### config.mk
export PLATFORM = sky130hd
export DESIGN_NAME = irq_prio_ctrl_seq_flat
export DESIGN_NICKNAME = d
export VERILOG_FILES = /design/src/rtl/irq_prio_ctrl_seq_if.sv /design/src/rtl/irq_prio_ctrl_seq.sv /design/src/flat_wrapper.sv
export SDC_FILE = /design/constraint.sdc
export NUM_CORES = 1
export LEC_CHECK = 0
export CAP_MARGIN = 10
export CELL_PAD_IN_SITES_DETAIL_PLACEMENT = 0
export CELL_PAD_IN_SITES_GLOBAL_PLACEMENT = 2
export CORE_MARGIN = 10
export CORE_UTILIZATION = 33
export DETAILED_ROUTE_END_ITERATION = 7
export GPL_TIMING_DRIVEN = 0
export PLACE_DENSITY_LB_ADDON = 0.1
export SLEW_MARGIN = 10
export SYNTH_ARGS = -nofsm -noshare
export SYNTH_HDL_FRONTEND = slang
export SYNTH_SLANG_ARGS = --single-unit
### constraint.sdc
create_clock -name clk -period 6 [get_ports clk]
set_input_delay 1.2 -clock clk [delete_from_list [all_inputs] [get_ports clk]]
set_output_delay 1.2 -clock clk [all_outputs]
set_load 0.005 [all_outputs]
### src/rtl/irq_prio_ctrl_seq_if.sv
// Request/acknowledge bus of the priority interrupt controller.
// The requester side (master) drives req/en/irq_ack; the controller (slave) presents the winner.
interface irq_prio_ctrl_seq_if #(
  parameter int NUM_CH  = 9,
  parameter int NUM_GRP = 3
);
  localparam int CW = $clog2(NUM_CH);

  logic [NUM_GRP*NUM_CH-1:0] req;
  logic [NUM_CH-1:0]         en;
  logic                      irq_ack;
  logic                      irq_valid;
  logic [NUM_GRP-1:0]        irq_grp;
  logic [CW-1:0]             irq_chan;
  logic                      pending_any;

  modport master (
    output req, en, irq_ack,
    input  irq_valid, irq_grp, irq_chan, pending_any
  );

  modport slave (
    input  req, en, irq_ack,
    output irq_valid, irq_grp, irq_chan, pending_any
  );
endinterface

### src/rtl/irq_prio_ctrl_seq.sv
// Clocked priority interrupt controller: edge-captured pending flags, fixed group priority,
// fixed or round-robin channel priority, one winner held until acknowledged.
module irq_prio_ctrl_seq #(
  parameter int NUM_CH  = 9,
  parameter int NUM_GRP = 3,
  parameter int RR_MODE = 0
) (
  input  logic                clk,
  input  logic                rst,
  irq_prio_ctrl_seq_if.slave  bus
);
  localparam int CW = $clog2(NUM_CH);
  localparam int NB = NUM_GRP * NUM_CH;

  typedef enum logic {S_IDLE, S_PRESENT} state_t;

  state_t             r_state, w_state_nxt;
  logic [NB-1:0]      r_pending, r_req_q;
  logic [NB-1:0]      w_rise, w_elig, w_clr, w_cur_mask, w_pend_nxt;
  logic [CW-1:0]      r_rr_ptr, w_rr_nxt;
  logic [CW-1:0]      r_chan, w_chan_nxt, w_win_chan;
  logic [NUM_GRP-1:0] r_grp, w_grp_nxt, w_win_grp;
  logic [NUM_CH-1:0]  w_sel_elig;
  logic               r_valid, w_valid_nxt, r_pany, w_any_elig;

  assign w_rise     = bus.req & ~r_req_q;
  assign w_elig     = r_pending & {NUM_GRP{bus.en}};
  assign w_any_elig = |w_elig;

  // Lowest-numbered group with an eligible channel wins.
  always_comb begin
    w_win_grp  = '0;
    w_sel_elig = '0;
    for (int g = NUM_GRP - 1; g >= 0; g--) begin
      if (|w_elig[g*NUM_CH +: NUM_CH]) begin
        w_win_grp  = NUM_GRP'(1) << g;
        w_sel_elig = w_elig[g*NUM_CH +: NUM_CH];
      end
    end
  end

  // Round-robin walks offsets k = 0.. from rr_ptr; scanning k downward leaves the smallest offset.
  always_comb begin
    w_win_chan = '0;
    if (RR_MODE == 0) begin
      for (int c = NUM_CH - 1; c >= 0; c--) begin
        if (w_sel_elig[c]) w_win_chan = CW'(c);
      end
    end else begin
      for (int k = NUM_CH - 1; k >= 0; k--) begin
        for (int c = 0; c < NUM_CH; c++) begin
          if (w_sel_elig[c] && ((int'(r_rr_ptr) + k == c) || (int'(r_rr_ptr) + k == c + NUM_CH)))
            w_win_chan = CW'(c);
        end
      end
    end
  end

  always_comb begin
    for (int g = 0; g < NUM_GRP; g++) begin
      for (int c = 0; c < NUM_CH; c++) begin
        w_cur_mask[g*NUM_CH + c] = r_grp[g] && (r_chan == CW'(c));
      end
    end
  end

  always_comb begin
    w_state_nxt = r_state;
    w_valid_nxt = r_valid;
    w_grp_nxt   = r_grp;
    w_chan_nxt  = r_chan;
    w_rr_nxt    = r_rr_ptr;
    w_clr       = '0;
    case (r_state)
      S_IDLE: begin
        w_valid_nxt = 1'b0;
        if (w_any_elig) begin
          w_valid_nxt = 1'b1;
          w_grp_nxt   = w_win_grp;
          w_chan_nxt  = w_win_chan;
          w_state_nxt = S_PRESENT;
        end
      end
      S_PRESENT: begin
        if (bus.irq_ack) begin
          w_valid_nxt = 1'b0;
          w_clr       = w_cur_mask;
          w_state_nxt = S_IDLE;
          if (RR_MODE != 0)
            w_rr_nxt = (r_chan == CW'(NUM_CH - 1)) ? '0 : r_chan + 1'b1;
        end
      end
      default: w_state_nxt = S_IDLE;
    endcase
  end

  // A new rise on the bit being acked wins over the clear.
  assign w_pend_nxt = (r_pending & ~w_clr) | w_rise;

  always_ff @(posedge clk) begin
    // req_q keeps sampling through reset so lines held high are not seen as edges on release.
    r_req_q <= bus.req;
    if (rst) begin
      r_state   <= S_IDLE;
      r_pending <= '0;
      r_rr_ptr  <= '0;
      r_valid   <= 1'b0;
      r_grp     <= '0;
      r_chan    <= '0;
      r_pany    <= 1'b0;
    end else begin
      r_state   <= w_state_nxt;
      r_pending <= w_pend_nxt;
      r_rr_ptr  <= w_rr_nxt;
      r_valid   <= w_valid_nxt;
      r_grp     <= w_grp_nxt;
      r_chan    <= w_chan_nxt;
      r_pany    <= |w_pend_nxt;
    end
  end

  assign bus.irq_valid   = r_valid;
  assign bus.irq_grp     = r_grp;
  assign bus.irq_chan    = r_chan;
  assign bus.pending_any = r_pany;
endmodule

### src/flat_wrapper.sv
// flat-port wrapper written by rule: the top's interface ports become plain ports
module irq_prio_ctrl_seq_flat 
#(
  parameter int NUM_CH  = 9,
  parameter int NUM_GRP = 3,
  parameter int RR_MODE = 0
)
  (clk, rst, bus_req, bus_en, bus_irq_ack, bus_irq_valid, bus_irq_grp, bus_irq_chan, bus_pending_any);
  irq_prio_ctrl_seq_if #(.NUM_CH(NUM_CH), .NUM_GRP(NUM_GRP)) bus_i ();
  input  logic clk;
  input  logic rst;
  input wire logic [$bits(bus_i.req)-1:0] bus_req;
  input wire logic [$bits(bus_i.en)-1:0] bus_en;
  input wire logic [$bits(bus_i.irq_ack)-1:0] bus_irq_ack;
  output wire logic [$bits(bus_i.irq_valid)-1:0] bus_irq_valid;
  output wire logic [$bits(bus_i.irq_grp)-1:0] bus_irq_grp;
  output wire logic [$bits(bus_i.irq_chan)-1:0] bus_irq_chan;
  output wire logic [$bits(bus_i.pending_any)-1:0] bus_pending_any;
  assign bus_i.req = bus_req;
  assign bus_i.en = bus_en;
  assign bus_i.irq_ack = bus_irq_ack;
  assign bus_irq_valid = bus_i.irq_valid;
  assign bus_irq_grp = bus_i.irq_grp;
  assign bus_irq_chan = bus_i.irq_chan;
  assign bus_pending_any = bus_i.pending_any;
  irq_prio_ctrl_seq #(.NUM_CH(NUM_CH), .NUM_GRP(NUM_GRP), .RR_MODE(RR_MODE)) u_core (.clk(clk), .rst(rst), .bus(bus_i));
endmodule
==> impl_metrics.ini <==
[die]
io_pins = 48
coreArea_sq_mm = 0.00765
initial_core_util = 0.334
num_rows = 32
die_h_um = 108
die_width_um = 108
die_area_sq_mm = 0.0117

[route]
vias = 2304
vias_per_cell = 5.24
wirelength_um = 7840
first_pass_iters = 5
drcViolationCount = 0
detail-route-antenna-nets = 0
dr.first_iter.drc_count = 124
wl_per_cell_um = 17.8

[sta]
tightestPinTransition_ns = 0.564
tns_ns = 0
setup_viol = 0
fin_skew_ns = 0.0111
hold_ws_ns = 0.476
max_clock_freq_ghz = 0.294
hold_violations = 0
rsz0062_at_grt = false
slew_violations = 0
relSlewSlack = 0.624
min_period_over_period = 0.567
period_minus_slack_ns = 3.40

[finish]
fillers = 793
stdcell_count = 440
diodes = 0
drive_gt1_frac = 0.0769
fin_nets = 373
regArea_sq_mm = 0.00128
layout_common_cells = dfxtp_1, clkdlybuf4s50_1, a21oi_1, o21ai_0, nand2b_1
syn_to_final_growth_pct = 30.3
multi_input_area_sq_mm = 0.00122
final_area_sq_mm = 0.00333
final_common_cell = dfxtp_1

[cts]
insertion_delay_ns = 0.34
clockRootBuffer = clkbuf_8
cts_setup_buffers = 0
cts_buffer_depth = 2
cts_tree = done
cts_resized = 0
cts.clk_slew.worst_paths_ns = 0.07
cts_buffers = 9
ctsHtreeMaxLevel = 3
clock_sinks = 64
cts_hold_buf = 0

[setup_path]
crit_fanout = 9
reg2reg_from = u_core.bus.irq_chan[0]
reg2reg_slack_ns = 3.52
critPathLaunchType = primary input
r2r-end = u_core.bus.pending_any
cp-startpoint = bus_irq_ack
crit_arrival_ns = 3.60
reg2regPathDepth = 7
worst_setup_path_end_kind = register
crit_end = u_core.bus.pending_any
crit_type = primary input to register
required_ns = 6.20

[grt]
grt_pass1_wl_um = 12600
grtUsageMet3 = 0.0274
grt_max_degree = 11
gr-usage-met2 = 0.219
grt_pass1_vias = 2363
overflow = 0
track_usage = 0.141
grt.met1_usage = 0.184
grt_most_used_layer = met2
antenna_found_initial = 0

[placement]
place_inst = 425
dpl.hpwl_um = 6260
place_congestion = 0.901
placed_area_sq_mm = 0.00314
port_buffers = 46

[logic_synthesis]
synth_edf_count = 0
synthCells = 277
syn_nets = 316
synth_seq_cells = 64
synth.largest_area_cell = dfxtp_1
synthTopCellsByArea = dfxtp_1, nand2b_1, a21oi_1
post_synth_num_cell_types = 44
async_flop_share = 0
ys_warn_count = 0
synth_area_sq_mm = 0.00255
yosysSeqAreaShare = 0.501
syn_area_per_cell_sq_um = 9.22
dominantRegCellSynth = dfxtp_1
synth_top_area_frac = 0.501

[outcome]
status = finished clean

[power_and_ir_drop]
ir_worst_vdd_mv = 0.127
p_per_area_mw_per_mm2 = 302
p_leak_nw = 1.24

[run]
timing.max_cap.violations = 0

[hold_path]
min_path_type = register to register
-- area by class of cell --
type | count | area share
multi-input cells | 201 | 0.368
repair buffers | 46 | 0.138
plain buffers | 5 | 0.00676
clock buffers | 11 | 0.0425
flip-flops and latches | 64 | 0.385
clock inverters | 4 | 0.0135
well taps | 102 | 0.0383
inverters | 7 | 0.00789
-- registers in the layout, summed over array words and instances (netlist names) --
name                    cells
u_core.r_req_q             27
u_core.bus.irq_chan         4
u_core.r_state              1
u_core.bus.irq_grp          3
u_core.bus.irq_valid        1
u_core.r_pending           27
u_core.bus.pending_any      1
-- synth_stat cells (3+ instances only) --
master	instances
nand2b_1	27
a41o_1	3
nand3_1	5
clkbuf_1	4
inv_1	7
o211ai_1	4
dfxtp_1	64
nand4_1	14
a22oi_1	8
nor2_1	13
o21ai_0	32
nand2_1	14
nor2b_1	6
a21oi_1	33
-- per-stage QoR --
step            util  setup slack, ns  power [mW]
2_1_floorplan      -             3.23       0.575
6_report       0.435             2.60        1.00
3_3_place_gp   0.411             2.18       0.655
5_1_grt        0.435             2.48        1.06
3_5_place_dp   0.411             2.23       0.655
4_1_cts        0.435             2.57        1.02
-- metal layers --
layer,vias up,part of all wire
li1,1154,-
met1,1083,0.47
met2,57,0.46
met3,10,0.050
met4,0,0.020
met5,-,0
-- critical path: stages --
cell and delay (ns):
clkdlybuf4s50_1 0.53, nand3_1 0.33, o21ai_0 0.36, nand4_1 0.16, or4_1 0.58, nor3_1 0.30, a31oi_1 0.13
-- cell families after synthesis --
logic type / count (synthesis) / share of synthesized area
AO/OA/AOI/OAI: 105 / 0.265
buffers and inverters: 12 / 0.0191
flip-flops: 64 / 0.501
AND/OR/NAND/NOR: 96 / 0.214
-- report_power, final --
| part | switching, mW | internal, mW | total, mW |
|---|---|---|---|
| clock | 0.160 | 0.199 | 0.359 |
| combinational | 0.0875 | 0.0807 | 0.168 |
| sequential | 0.0227 | 0.454 | 0.477 |
-- worst min-delay path by stage --
stage          slack (ns)                    to  cells after the start                 start
2_1_floorplan        0.46  u_core.bus.irq_valid                      1  u_core.bus.irq_valid
3_3_place_gp         0.45  u_core.bus.irq_valid                      1  u_core.bus.irq_valid
3_5_place_dp         0.46  u_core.bus.irq_valid                      1  u_core.bus.irq_valid
4_1_cts              0.48  u_core.bus.irq_valid                      1  u_core.bus.irq_valid
5_1_grt              0.51  u_core.bus.irq_valid                      1  u_core.bus.irq_valid
6_report             0.48  u_core.bus.irq_valid                      1  u_core.bus.irq_valid
(Power assumes the default switching activity.)
